<file path="config.mk">
export PLATFORM = sky130hd
export DESIGN_NAME = mask_stream_pipe
export DESIGN_NICKNAME = d
export VERILOG_FILES = /design/src/rtl/mask_stream_pkg.sv /design/src/rtl/mask_gen.sv /design/src/rtl/mask_stream_pipe.sv
export SDC_FILE = /design/constraint.sdc
export NUM_CORES = 1
export LEC_CHECK = 0
export BUFFER_PORTS_ARGS = -buffer_cell sky130_fd_sc_hd__buf_2
export CAP_MARGIN = 25
export CELL_PAD_IN_SITES_DETAIL_PLACEMENT = 0
export CELL_PAD_IN_SITES_GLOBAL_PLACEMENT = 1
export CORE_ASPECT_RATIO = 1.25
export CORE_UTILIZATION = 40
export CTS_CLUSTER_SIZE = 24
export DETAILED_ROUTE_END_ITERATION = 10
export PLACE_DENSITY = 0.84
export RECOVER_POWER = 100
export SLEW_MARGIN = 20
export SYNTH_ARGS = -nofsm -noshare
export SYNTH_HDL_FRONTEND = slang
export SYNTH_SLANG_ARGS = --single-unit
</file>
<file path="constraint.sdc">
create_clock -name clk -period 4.7 [get_ports clk]
set_input_delay 0.235 -clock clk [delete_from_list [all_inputs] [get_ports clk]]
set_output_delay 0.235 -clock clk [all_outputs]
set_load 0.005 [all_outputs]
</file>
<file path="src/rtl/mask_stream_pkg.sv">
// Shared types and the mask builder used by the stream pipe and the register block.
// Mask widths up to MASK_MAX_W are supported; callers truncate to their own width.
package mask_stream_pkg;

    typedef enum logic [1:0] {
        CLR_LSB  = 2'b00,
        KEEP_LSB = 2'b01,
        CLR_MSB  = 2'b10,
        PASS     = 2'b11
    } mask_mode_e;

    localparam int unsigned MASK_MAX_W = 256;

    function automatic logic [MASK_MAX_W-1:0] build_mask(
        input int unsigned n,
        input mask_mode_e  mode,
        input int unsigned dw
    );
        logic [MASK_MAX_W-1:0] ones;
        logic [MASK_MAX_W-1:0] m;
        int unsigned           nn;
        ones = {MASK_MAX_W{1'b1}} >> (MASK_MAX_W - dw);
        nn   = (n > dw) ? dw : n;
        case (mode)
            CLR_LSB:  m = ones & (ones << nn);
            KEEP_LSB: m = ones & ~(ones << nn);
            CLR_MSB:  m = ones >> nn;
            default:  m = ones;
        endcase
        return m;
    endfunction

endpackage

</file>
<file path="src/rtl/mask_gen.sv">
// Combinational (n, mode) -> DATA_W mask; n above DATA_W is clamped to DATA_W.
module mask_gen
    import mask_stream_pkg::*;
#(
    parameter int unsigned DATA_W = 32,
    parameter int unsigned N_W    = $clog2(DATA_W) + 1
) (
    input  logic [N_W-1:0]    n_i,
    input  mask_mode_e        mode_i,
    output logic [DATA_W-1:0] mask_o
);

    logic [N_W-1:0] nn;

    assign nn     = (n_i > N_W'(DATA_W)) ? N_W'(DATA_W) : n_i;
    assign mask_o = DATA_W'(build_mask(32'(nn), mode_i, DATA_W));

endmodule

</file>
<file path="src/rtl/mask_stream_pipe.sv">
// Two-stage valid/ready masking pipeline with a saturating delivered-beat counter.
// Stage 1 holds the word and its mask; stage 2 holds the masked result.
module mask_stream_pipe
    import mask_stream_pkg::*;
#(
    parameter int unsigned DATA_W = 32,
    parameter int unsigned N_W    = $clog2(DATA_W) + 1,
    parameter int unsigned CNT_W  = 16
) (
    input  logic              clk,
    input  logic              rst,
    input  logic              s_valid,
    output logic              s_ready,
    input  logic [DATA_W-1:0] s_data,
    input  logic [N_W-1:0]    s_n,
    input  logic [1:0]        s_mode,
    output logic              m_valid,
    input  logic              m_ready,
    output logic [DATA_W-1:0] m_data,
    output logic [CNT_W-1:0]  beat_cnt,
    input  logic              cnt_clr
);

    function automatic logic [CNT_W-1:0] sat_inc(input logic [CNT_W-1:0] v);
        return (&v) ? v : v + CNT_W'(1);
    endfunction

    logic [DATA_W-1:0] mask_p0;

    logic              vld_p1_q, vld_p1_d;
    logic [DATA_W-1:0] data_p1_q, data_p1_d;
    logic [DATA_W-1:0] mask_p1_q, mask_p1_d;
    logic              vld_p2_q, vld_p2_d;
    logic [DATA_W-1:0] data_p2_q, data_p2_d;
    logic [CNT_W-1:0]  cnt_q, cnt_d;

    logic adv_p1, adv_p2;

    mask_gen #(
        .DATA_W (DATA_W),
        .N_W    (N_W)
    ) u_mask_gen (
        .n_i    (s_n),
        .mode_i (mask_mode_e'(s_mode)),
        .mask_o (mask_p0)
    );

    always_comb begin
        vld_p1_d  = vld_p1_q;
        data_p1_d = data_p1_q;
        mask_p1_d = mask_p1_q;
        vld_p2_d  = vld_p2_q;
        data_p2_d = data_p2_q;
        cnt_d     = cnt_q;

        adv_p2 = !vld_p2_q || m_ready;
        adv_p1 = !vld_p1_q || adv_p2;

        // p0 -> p1: capture word and mask on accept
        if (adv_p1) begin
            vld_p1_d = s_valid;
            if (s_valid) begin
                data_p1_d = s_data;
                mask_p1_d = mask_p0;
            end
        end

        // p1 -> p2: apply mask; output holds while stalled
        if (adv_p2) begin
            vld_p2_d = vld_p1_q;
            if (vld_p1_q) begin
                data_p2_d = data_p1_q & mask_p1_q;
            end
        end

        if (cnt_clr) begin
            cnt_d = '0;
        end else if (vld_p2_q && m_ready) begin
            cnt_d = sat_inc(cnt_q);
        end
    end

    always_ff @(posedge clk) begin
        if (rst) begin
            vld_p1_q  <= 1'b0;
            vld_p2_q  <= 1'b0;
            data_p2_q <= '0;
            cnt_q     <= '0;
        end else begin
            vld_p1_q  <= vld_p1_d;
            vld_p2_q  <= vld_p2_d;
            data_p2_q <= data_p2_d;
            cnt_q     <= cnt_d;
        end
    end

    always_ff @(posedge clk) begin
        data_p1_q <= data_p1_d;
        mask_p1_q <= mask_p1_d;
    end

    assign s_ready  = adv_p1;
    assign m_valid  = vld_p2_q;
    assign m_data   = data_p2_q;
    assign beat_cnt = cnt_q;

endmodule

</file>
### Yosys cells after proc, flatten, opt, wreduce, memory -nomap -nowiden

Cells that the tools add are included.
W data, S select, Z words.

| word-level totals | value |
|---|---|
| input port bits | 45 |
| output and inout bits | 50 |
| register bits after elaboration | 114 |

| cells by class | value |
|---|---|
| shift operators | 2 |
| order comparisons | 2 |
| bitwise operators | 3 |
| multiplexer cells | 3 |
| reductions and logical operators | 11 |
| equality and inequality tests | 2 |
| $add $sub $neg | 1 |

Operator list:

| cell | number |
|---|---|
| $pmux W32 S3 | 1 |
| $and A32 B32 Y32 | 1 |
| $not A32 Y32 | 1 |
| $shl A32 B32 Y32 const A | 1 |
| $shr A32 B32 Y32 const A | 1 |
| $add A16 B1 Y16 const B | 1 |
| $reduce_and A16 Y1 | 1 |
| $gt A6 B6 Y1 const B | 2 |
| $mux W6 | 2 |
| $reduce_and A2 Y1 | 3 |
| $eq A2 B1 Y1 const B | 1 |
| $eq A2 B2 Y1 const B | 1 |
| $logic_not A1 Y1 | 2 |
| $logic_not A2 Y1 | 1 |
| $logic_or A1 B1 Y1 | 2 |
| $reduce_or A2 Y1 | 1 |
| $logic_and A1 B1 Y1 | 1 |
| $not A1 Y1 | 1 |

### Longest topological paths before layout

Gate-level depths: netlist of run 1.

| depth | value |
|---|---|
| depth in word-level cells | 7 |
| mapped depth | 7 |
| depth with buffers taken out | 5 |

### Hierarchy

A second synthesis of run 1 with hierarchy kept.

| unflattened totals | value |
|---|---|
| cell total of the unflattened synthesis | 500 |
| area total of the unflattened synthesis | 5069.9 sq um |

By module, submodules not included:

| module | area each (sq um) | instances | cells an instance |
|---|---|---|---|
| mask_stream_pipe | 3963.8 | 1 | 311 |
| mask_gen | 1106.1 | 1 | 189 |

### Least setup slack after synthesis of run 1

OpenSTA, ideal clock, no wires.

| timing | value |
|---|---|
| path type | flip-flop to flip-flop |
| start point | register vld_p2_q (netlist: m_valid) |
| end point | register data_p1_q[0] (enable) |
| data arrival time | 2.154 ns |
| setup time | 0.429 ns |
| slack | 2.117 ns |
| path buffers | 0 |
| cell stages (with the launch flop) | 4 |
| cell sequence | dfxtp_1 and2b_1 nand2_1 and2_1 |

| between the ends | value |
|---|---|
| word-level cells in the longest chain between the ends | 4 |

RTL lines:

| what | RTL line | text |
|---|---|---|
| from (decl) | mask_stream_pipe.sv:33 | `logic vld_p2_q, vld_p2_d;` |
| from (signal assigned) | mask_stream_pipe.sv:91 | `vld_p2_q <= vld_p2_d;` |
| $logic_not A1 Y1 | mask_stream_pipe.sv:56 | `adv_p2 = !vld_p2_q \|\| m_ready;` |
| $logic_or A1 B1 Y1 | mask_stream_pipe.sv:56 |  |
| $logic_or A1 B1 Y1 | mask_stream_pipe.sv:57 | `adv_p1 = !vld_p1_q \|\| adv_p2;` |
| named net s_ready | mask_stream_pipe.sv:13 | `output logic s_ready,` |
| $reduce_and A2 Y1 (no source line) | n/a |  |
| to (signal assigned) | mask_stream_pipe.sv:98 | `data_p1_q <= data_p1_d;` |
| to (decl) | mask_stream_pipe.sv:31 | `logic [DATA_W-1:0] data_p1_q, data_p1_d;` |

The timed path passes the listed nets, and every way through them passes these cells.
A chain may end at the register's enable or synchronous reset.

### Worst setup path in the final report of run 1

| timing | value |
|---|---|
| start point | register vld_p2_q (netlist: m_valid) |
| end point | register mask_p1_q[20] (enable) |

| between the ends | value |
|---|---|
| word-level cells in the longest chain between the ends | 4 |

RTL lines:

| what | RTL line | text |
|---|---|---|
| $logic_not A1 Y1 | mask_stream_pipe.sv:56 |  |
| $logic_or A1 B1 Y1 | mask_stream_pipe.sv:56 |  |
| $logic_or A1 B1 Y1 | mask_stream_pipe.sv:57 |  |
| $reduce_and A2 Y1 (no source line) | n/a |  |
| to (signal assigned) | mask_stream_pipe.sv:99 | `mask_p1_q <= mask_p1_d;` |
| to (decl) | mask_stream_pipe.sv:32 | `logic [DATA_W-1:0] mask_p1_q, mask_p1_d;` |

Every way passes these cells.

==> flow_summary.toml, run 1 <==
[status]
status = "complete, but fails checks"
violations = "capacitance limit, slew limit"

[timing]
setup_ws_ps = 1571
final.setup_skew_ps = 7.006
tightest_slew_ps = 1590
fin_setup_tns_ps = 0
relSlewSlack = -0.06084
setup_viol = 0
fmax_mhz = 319.6
maxSlewViolCount = 27
hold_violations = 0
period_minus_slack_ps = 3129
fin_crit_sh = 0.6658
rsz0062_at_grt = "no"

[synth]
ys_ff_latch = 114
synthesis.area_um2 = 4922
yosysWarnings = 0
synth_edf_count = 64
synth_top_area_frac = 0.3904
async_flop_share = 0
synthCells = 483
synth_top_cell_by_area = "edfxtp_1"
ys.flop_type = "edfxtp_1"
syn-num-nets = 529
netlist_top_cells_area = "edfxtp_1 (39%), dfxtp_1 (20%), a21oi_1 (6.6%), nand2_1 (4.8%), nand3_1 (3.8%)"
avgSynthCellArea_um2 = 10.19
synth_cell_types = 54
yosysSeqAreaShare = 0.5938

[worst_setup_path]
crit_cells = 4
worst-setup-path-type = "reg2reg"
start_kind = "flop"
cp.required_ps = 4720
worstPathMaxFanout = 39
crit_chain = "and2b_1 -> nand2_1 -> and2_0 -> clkbuf_2"
cp.arrival_ps = 3150
cp_num_buf_inv = 1
crit_path_end_kind = "flop"
max_stage_delay_ps = 1190
crit_family = "simple AND/OR/NAND/NOR gates"
worst_path_max_delay_cell = "and2_0"
reg2reg_depth = 4

[floorplan]
row_count = 44
num_io_pins = 95
dieArea_um2 = 12760
start_util = 0.4178
die_y_um = 126.0
core_area_um2 = 11780
fp.dieW_um = 101.2

[detailed_routing]
vias = 4042
drc = 0
dr.pass1.iters = 5
drtIter0Drc = 210
wl_per_cell_um = 15.23
drt-total-wl_mm = 11.39
via_per_inst = 5.404
ant_nets = 0

[clocking]
clock_latency_ps = 400
cts_max_level = 4
cts_resized = 0
tritoncts = "done"
postCtsHoldBufs = 6
cts_num_sinks = 114
clkTransAtPathRegs_ps = 50
ctsLongestPathBuffers = 2
cts-root-buf = "clkbuf_16"
post-cts-setup-buffer-count = 0
numCtsBuffers = 17

[grt]
busiest_layer = "met2"
grt_pass1_vias = 3775
grt_util_met3 = 0.05383
antenna_found_initial = 0
grt_max_degree = 40
overflow = 0
gr-usage-met2 = 0.3049
gr-usage-met1 = 0.2290
grt_pass1_wl_mm = 18.29
grt_usage = 0.1857

[pwr]
peakVddDrop_mv = 0.1897
p_leak_nw = 2.195
power_mw = 2.535
p_per_area_nw_per_um2 = 413.9

[finish]
antenna_cells = 0
syn_to_final_growth_pct = 24.43
drive_gt1_frac = 0.1908
fin_cells = 748
nets = 620

[placed_design]
place_inst = 703
place.gp.congestion = 0.8777
dp_hpwl_mm = 7.781
pre_cts_slack_ps = 2572
port_buffers = 94

[hold_path]
hold_path_class = "in2reg"
holdPathStages = 1

[run]
cap_violations = 1
[synth_stat cells (all sizes together), types with 4 or more instances]
cell     n
a31oi    7
o21ai   12
a211oi  10
edfxtp  64
nor4     5
o31ai    4
xnor2   11
a21oi   65
and2     4
dfxtp   50
nor3     4
a22oi    4
buf      9
nand2   63
clkbuf  28
a221oi   6
nand3   38
nor2    37
a21o     4
nand4    4
or3      7
[flip-flops by register name (all words and copies together), names as in the netlist]
| register | count |
|---|---|
| m_valid | 1 |
| m_data | 32 |
| data_p1_q | 32 |
| beat_cnt | 16 |
| mask_p1_q | 32 |
| vld_p1_q | 1 |
[area by class of cell]
type                    instances  area [um^2]
inverters                       3        11.26
well taps                     161        201.4
multi-input cells             329         1821
clock inverters                12        103.9
clock buffers                  20        479.2
fillers                      1086         5657
repair buffers                109        585.6
flip-flops and latches        114         2923
[power breakdown]
part / internal (mW) / switching [mW]
registers: 1.11 / 0.0169
clock network: 0.786 / 0.438
logic: 0.0672 / 0.115
total: 1.96 / 0.570
[layout by cell type (no fill, tap or decap), drive strengths merged, types with 5 or more instances in the layout]
cell type / netlist / layout
a221oi: 6 / 6
nor4: 5 / 5
a211oi: 10 / 10
nand3: 38 / 38
or3: 7 / 7
nand2: 63 / 63
a31oi: 7 / 7
edfxtp: 64 / 64
buf: 9 / 73
dfxtp: 50 / 50
xnor2: 11 / 11
clkbuf: 28 / 43
o21ai: 12 / 12
a21oi: 65 / 65
clkinvlp: 0 / 6
nor2: 37 / 37
dlygate4sd3: 0 / 13
[per-stage QoR]
step	hold slack (ps)	area (um^2)	util
after CTS	0.1108	6108	0.5185
after detailed placement	413.2	5465	0.4639
final	14.49	6125	0.5199
after floorplan	333.9	4922	-
after global placement	414.4	5463	0.4637
after global routing	0.4622	6125	0.5199
[path summary, 6_finish.rpt]
check	from	to	slack, ps
worst max-delay path	m_valid$_SDFFE_PP0P_	mask_p1_q[20]$_DFFE_PP_	1570
worst min-delay path	s_data[24]	data_p1_q[24]$_DFFE_PP_	10
worst max register to register	m_valid$_SDFFE_PP0P_	mask_p1_q[20]$_DFFE_PP_	1570
worst min register to register	m_data[24]$_SDFFE_PP0P_	m_data[24]$_SDFFE_PP0P_	450
[logic make-up (layout without fill, tap and decap cells)]
| group | after synthesis | count (layout) | share of synthesized area |
|---|---|---|---|
| and+or+nand+nor | 178 | 178 | 0.1734 |
| AOI/OAI and AO/OA | 137 | 137 | 0.1741 |
| DFF | 114 | 114 | 0.5938 |
| buffers and inverters | 40 | 144 | 0.03279 |
| xor gates and xnor gates | 12 | 12 | 0.02135 |
| adders and majority gates | 1 | 1 | 0.002542 |
| muxes | 1 | 1 | 0.002034 |
[layer usage]
metal	vias up	share of wire
li1	1983	-
met1	1915	0.42
met2	133	0.51
met3	11	0.053
met4	0	0.015
met5	-	0
[worst reg2reg max path: stages (launching register included)]
cell	delay, ps
dfxtp_1	340
and2b_1	220
nand2_1	90
and2_0	1190
clkbuf_2	890
Power figures use the tool's default switching activity.
==> inputs of run 2 (changes only) <==
- clock period: 4.7 -> 3.1 ns (I/O delays scaled with it)
==> run 2 against run 1 <==
Compared with the run above: the flow still finishes with violations (capacitance limit, slew limit); die area did not move; routed wire length grew 5.5%; global-route usage increased by 1.4 points; clock-buffer cell count shrank 1; sequential share of layout area is 2.0 points lower; total power grew 60%; via count grew 2.7%; non-clock buffer count increased by 21; final area grew 4.4%; first-iteration DRC count is 76% higher; critical path depth stayed put; utilization grew 2.3 points.
==> flow_summary.toml, run 2 (synthesis gave the netlist of run 1 again) <==
[grt]
grt_pass1_wl_mm = 19.74
grt_pass1_vias = 4064
overflow = 0
antenna_found_initial = 0
grt_max_degree = 65
grt_usage = 0.1993

[placed_design]
place.gp.congestion = 0.8241
port_buffers = 94
dp_hpwl_mm = 7.857
pre_cts_slack_ps = 1188

[timing]
hold_violations = 0
fmax_mhz = 421.8
fin_crit_sh = 0.7648
setup_viol = 0
fin_setup_tns_ps = 0
final.setup_skew_ps = 4.897
rsz0062_at_grt = "no"
maxSlewViolCount = 65
tightest_slew_ps = 1591
setup_ws_ps = 729.1
relSlewSlack = -0.06079
period_minus_slack_ps = 2371

[detailed_routing]
drtIter0Drc = 370
wl_per_cell_um = 15.63
via_per_inst = 5.398
ant_nets = 0
dr.pass1.iters = 5
vias = 4151
drc = 0
drt-total-wl_mm = 12.02

[status]
violations = "capacitance limit, slew limit"
status = "complete, but fails checks"

[floorplan]
dieArea_um2 = 12760
fp.dieW_um = 101.2
num_io_pins = 95
core_area_um2 = 11780
die_y_um = 126.0
start_util = 0.4178
row_count = 44

[finish]
drive_gt1_frac = 0.1842
antenna_cells = 0
syn_to_final_growth_pct = 29.87
final_cell_mix = "buf_2 (70), a21oi_1 (65), edfxtp_1 (64)"
nets = 641
utilization = 0.5426
final_common_cell = "buf_2"

[hold_path]
hold_end = "beat_cnt[11]$_SDFFE_PP0P_"
hold_path_class = "in2reg"
holdPathStages = 3
hp-start = "cnt_clr"

[clocking]
ctsLongestPathBuffers = 2
clock_latency_ps = 400
tritoncts = "done"
numCtsBuffers = 17
clkTransAtPathRegs_ps = 50
cts_num_sinks = 114
cts-root-buf = "clkbuf_16"
cts_max_level = 4
cts_resized = 0

[worst_setup_path]
worstPathMaxFanout = 64
crit_path_end_kind = "flop"
cp_num_buf_inv = 1
reg2reg_depth = 4
max_stage_delay_ps = 1120
crit_family = "buffers and inverters"
r2r_slack_ps = 730
regToRegEndpoint = "data_p1_q[12]$_DFFE_PP_"
cp.arrival_ps = 2360
start_kind = "flop"
rr_startpoint = "m_valid$_SDFFE_PP0P_"
crit_chain = "and2b_1 -> nand2_1 -> and2_2 -> clkbuf_2"
worst-setup-path-type = "reg2reg"
cp.required_ps = 3090
worst_path_max_delay_cell = "clkbuf_2"

[pwr]
p_per_area_nw_per_um2 = 635.3
power_mw = 4.061
p_leak_nw = 2.317
peakVddDrop_mv = 0.3418

[run]
cap_violations = 1
-- run 2: final cells by class --
class,instances,area [um^2]
well taps,161,201.4
flip-flops and latches,114,2923
multi-input cells,329,1832
repair buffers,130,788.3
clock buffers,19,452.9
inverters,3,11.26
fillers,1078,5389
clock inverters,13,183.9
-- run 2: worst max path at each step --
stage / from / end / slack, ps / cells past startpoint
3_3_place_gp: s_mode[1] / mask_p1_q[6]$_DFFE_PP_ / 1300 / 4
6_report: m_valid$_SDFFE_PP0P_ / data_p1_q[12]$_DFFE_PP_ / 730 / 4
2_1_floorplan: m_valid$_SDFFE_PP0P_ / data_p1_q[0]$_DFFE_PP_ / 520 / 3
5_1_grt: m_valid$_SDFFE_PP0P_ / data_p1_q[14]$_DFFE_PP_ / 550 / 4
4_1_cts: beat_cnt[0]$_SDFFE_PP0P_ / beat_cnt[8]$_SDFFE_PP0P_ / 1230 / 5
3_5_place_dp: s_mode[0] / mask_p1_q[7]$_DFFE_PP_ / 1190 / 5
-- run 2: report_power, final --
part / total [mW] / leakage, nW / internal (mW) / switching (mW)
clock: 2.05 / 0.295 / 1.38 / 0.663
combinational: 0.301 / 0.999 / 0.119 / 0.182
sequential: 1.71 / 1.02 / 1.69 / 0.0271
-- run 2: what timing repair did --
action                                 4_1_cts  5_1_grt
endpoints found under the hold margin       33        0
buffers inserted                             0        0
hold buffers                                33        0
-- run 2: per-stage QoR --
step | cell area [um^2] | hold slack, ps | cells
3_3_place_gp | 5470 | 333.2 | 704
6_report | 6392 | 81.46 | 769
3_5_place_dp | 5470 | 333.2 | 704
4_1_cts | 6437 | 64.05 | 769
2_1_floorplan | 4922 | 253.9 | 483
5_1_grt | 6392 | 87.46 | 769
-- run 2: tightest hold or removal path, cell delays in order --
cell and delay [ps]:
buf_2 90, nor2_1 70, o311a_2 120
-- run 2: layer usage --
| metal | vias up | part of all wire | track usage |
|---|---|---|---|
| li1 | 2021 | - | - |
| met1 | 2009 | 0.43 | 0.2501 |
| met2 | 112 | 0.52 | 0.3405 |
| met3 | 9 | 0.038 | 0.03774 |
| met4 | 0 | 0.011 | 0.06905 |
| met5 | - | 0 | 0 |
==> inputs of run 3 (changes only) <==
- CORE_UTILIZATION: 40 -> 38
- clock period: 3.1 -> 2.15 ns (I/O delays scaled with it)
==> run 3 against run 2 <==
Compared with the run above: the run now ends clean; worst setup slack lost 500 ps; clock-buffer cell count grew 5; routed wire length is essentially flat; register-to-register slack got worse by 500 ps; fmax rose by 23%; final cell count grew 2.5%; via count about the same; die area increased by 5.2%; hold slack got worse by 32 ps; combinational power is 50% higher; critical endpoint is now data_p1_q[27]$_DFFE_PP_.
==> flow_summary.toml, run 3 (synthesis gave the netlist of run 1 again) <==
[worst_setup_path]
cp.arrival_ps = 2020
cp.required_ps = 2250
worstPathMaxFanout = 16
rr_startpoint = "m_valid$_SDFFE_PP0P_"
crit_path_end_kind = "flop"
regToRegEndpoint = "data_p1_q[27]$_DFFE_PP_"
reg2reg_depth = 4
crit_path_start = "m_valid$_SDFFE_PP0P_"
worst-setup-path-type = "reg2reg"
start_kind = "flop"
endpoint = "data_p1_q[27]$_DFFE_PP_"
r2r_slack_ps = 230

[floorplan]
dieArea_um2 = 13420
row_count = 46
die_y_um = 129.2
num_io_pins = 95
start_util = 0.3887
core_area_um2 = 12660
fp.dieW_um = 103.8

[detailed_routing]
dr.pass1.iters = 5
via_per_inst = 5.263
ant_nets = 0
drtIter0Drc = 286
vias = 4147
wl_per_cell_um = 15.26
drc = 0
drt-total-wl_mm = 12.03

[clocking]
cts_num_sinks = 114
clock_latency_ps = 400
cts_resized = 0
tritoncts = "done"
clkTransAtPathRegs_ps = 50
post-cts-setup-buffer-count = 0
cts-root-buf = "clkbuf_16"
ctsLongestPathBuffers = 2
cts_max_level = 4
numCtsBuffers = 17

[timing]
relSlewSlack = 0.2783
period_minus_slack_ps = 1924
tightest_slew_ps = 1083
fin_setup_tns_ps = 0
fin_crit_sh = 0.8951
setup_viol = 0
setup_ws_ps = 225.6
rsz0062_at_grt = "no"
hold_violations = 0
final.setup_skew_ps = 11.91
maxSlewViolCount = 0
fmax_mhz = 519.6

[grt]
grt_usage = 0.1808
grt_max_degree = 37
antenna_found_initial = 0
overflow = 0
grt_pass1_vias = 3921
grt_pass1_wl_mm = 19.19

[pwr]
seq_power_share = 0.431
power_frac_clock = 0.491
p_leak_nw = 2.352
peakVddDrop_mv = 0.3666
p_per_area_nw_per_um2 = 886.3
net-switching-power_mw = 1.215
power_mw = 5.731
swShare = 0.2120
p_int_mw = 4.516
p_comb_frac = 0.079

[status]
status = "completed"

[finish]
syn_to_final_growth_pct = 31.37
drive_gt1_frac = 0.1842
final_cell_mix = "a21oi_1 (65), buf_2 (65), edfxtp_1 (64)"
fin_cells = 788
utilization = 0.5107
nets = 652

[placed_design]
place.gp.congestion = 0.8486
port_buffers = 94
pre_cts_slack_ps = 319.6
place_inst = 722
dp_hpwl_mm = 7.934

[hold_path]
hold_path_class = "in2reg"

[run]
cap_violations = 0
[run 3: cell types whose count changed in the layout (fill, tap and decap cells not counted), moves of 2 or more]
cell / before / now
buf_4: 1 / 11
clkbuf_1: 24 / 33
buf_2: 70 / 65
clkinvlp_4: 5 / 0
bufinv_16: 4 / 2
clkbuf_16: 17 / 19
clkinv_2: 1 / 3
clkinv_4: 2 / 0
[run 3: power by group through the flow]
stage / Clock, mW / Combinational (mW) / Sequential (mW)
final: 2.81 / 0.450 / 2.47
after global routing: 2.97 / 0.497 / 2.47
after CTS: 2.86 / 0.454 / 2.47
after detailed placement: 0 / 0.404 / 2.51
after global placement: 0 / 0.398 / 2.51
after floorplan: 0 / 0.253 / 2.50
[run 3: critical path, cell delays in order (launching register included)]
cell and delay (ps):
dfxtp_1 350, and2b_1 220, nand2_1 90, and2_1 650
buf_4 320
[run 3: cell type report]
cell class | count | area (um^2)
flip-flops and latches | 114 | 2923
multi-input cells | 329 | 1836
diodes | 1 | 2.502
repair buffers | 141 | 875.8
well taps | 168 | 210.2
inverters | 3 | 11.26
clock buffers | 24 | 514.2
fillers | 1137 | 6196
clock inverters | 8 | 93.84
[run 3: how the worst min path moves through the flow]
stage / endpoint / cells after the start / from
2_1_floorplan: data_p1_q[0]$_DFFE_PP_ / 0 / s_data[0]
3_3_place_gp: data_p1_q[12]$_DFFE_PP_ / 1 / s_data[12]
3_5_place_dp: data_p1_q[14]$_DFFE_PP_ / 1 / s_data[14]
4_1_cts: beat_cnt[10]$_SDFFE_PP0P_ / 4 / cnt_clr
5_1_grt: beat_cnt[10]$_SDFFE_PP0P_ / 4 / cnt_clr
6_report: beat_cnt[10]$_SDFFE_PP0P_ / 4 / cnt_clr
[run 3: stage by stage]
stage                     instance area, um^2  hold WS [ps]
after floorplan                          4923         206.4
after global placement                   5574         284.5
after detailed placement                 5574         285.9
after CTS                                6513         21.28
after global routing                     6464         37.77
final                                    6466         49.28
[run 3: metal layers]
layer | track usage | wire length [um] | vias to the layer above
li1 | - | - | 2040
met1 | 0.2229 | 5209 | 1972
met2 | 0.3060 | 6098 | 122
met3 | 0.04427 | 564 | 13
met4 | 0.07479 | 155 | 0
met5 | 0 | 0 | -
[run 3: timing repair]
item | in CTS | in global routing
hold buffers | 33 | 0
hold endpoints to repair | 33 | 0
setup endpoints to repair | 0 | 0
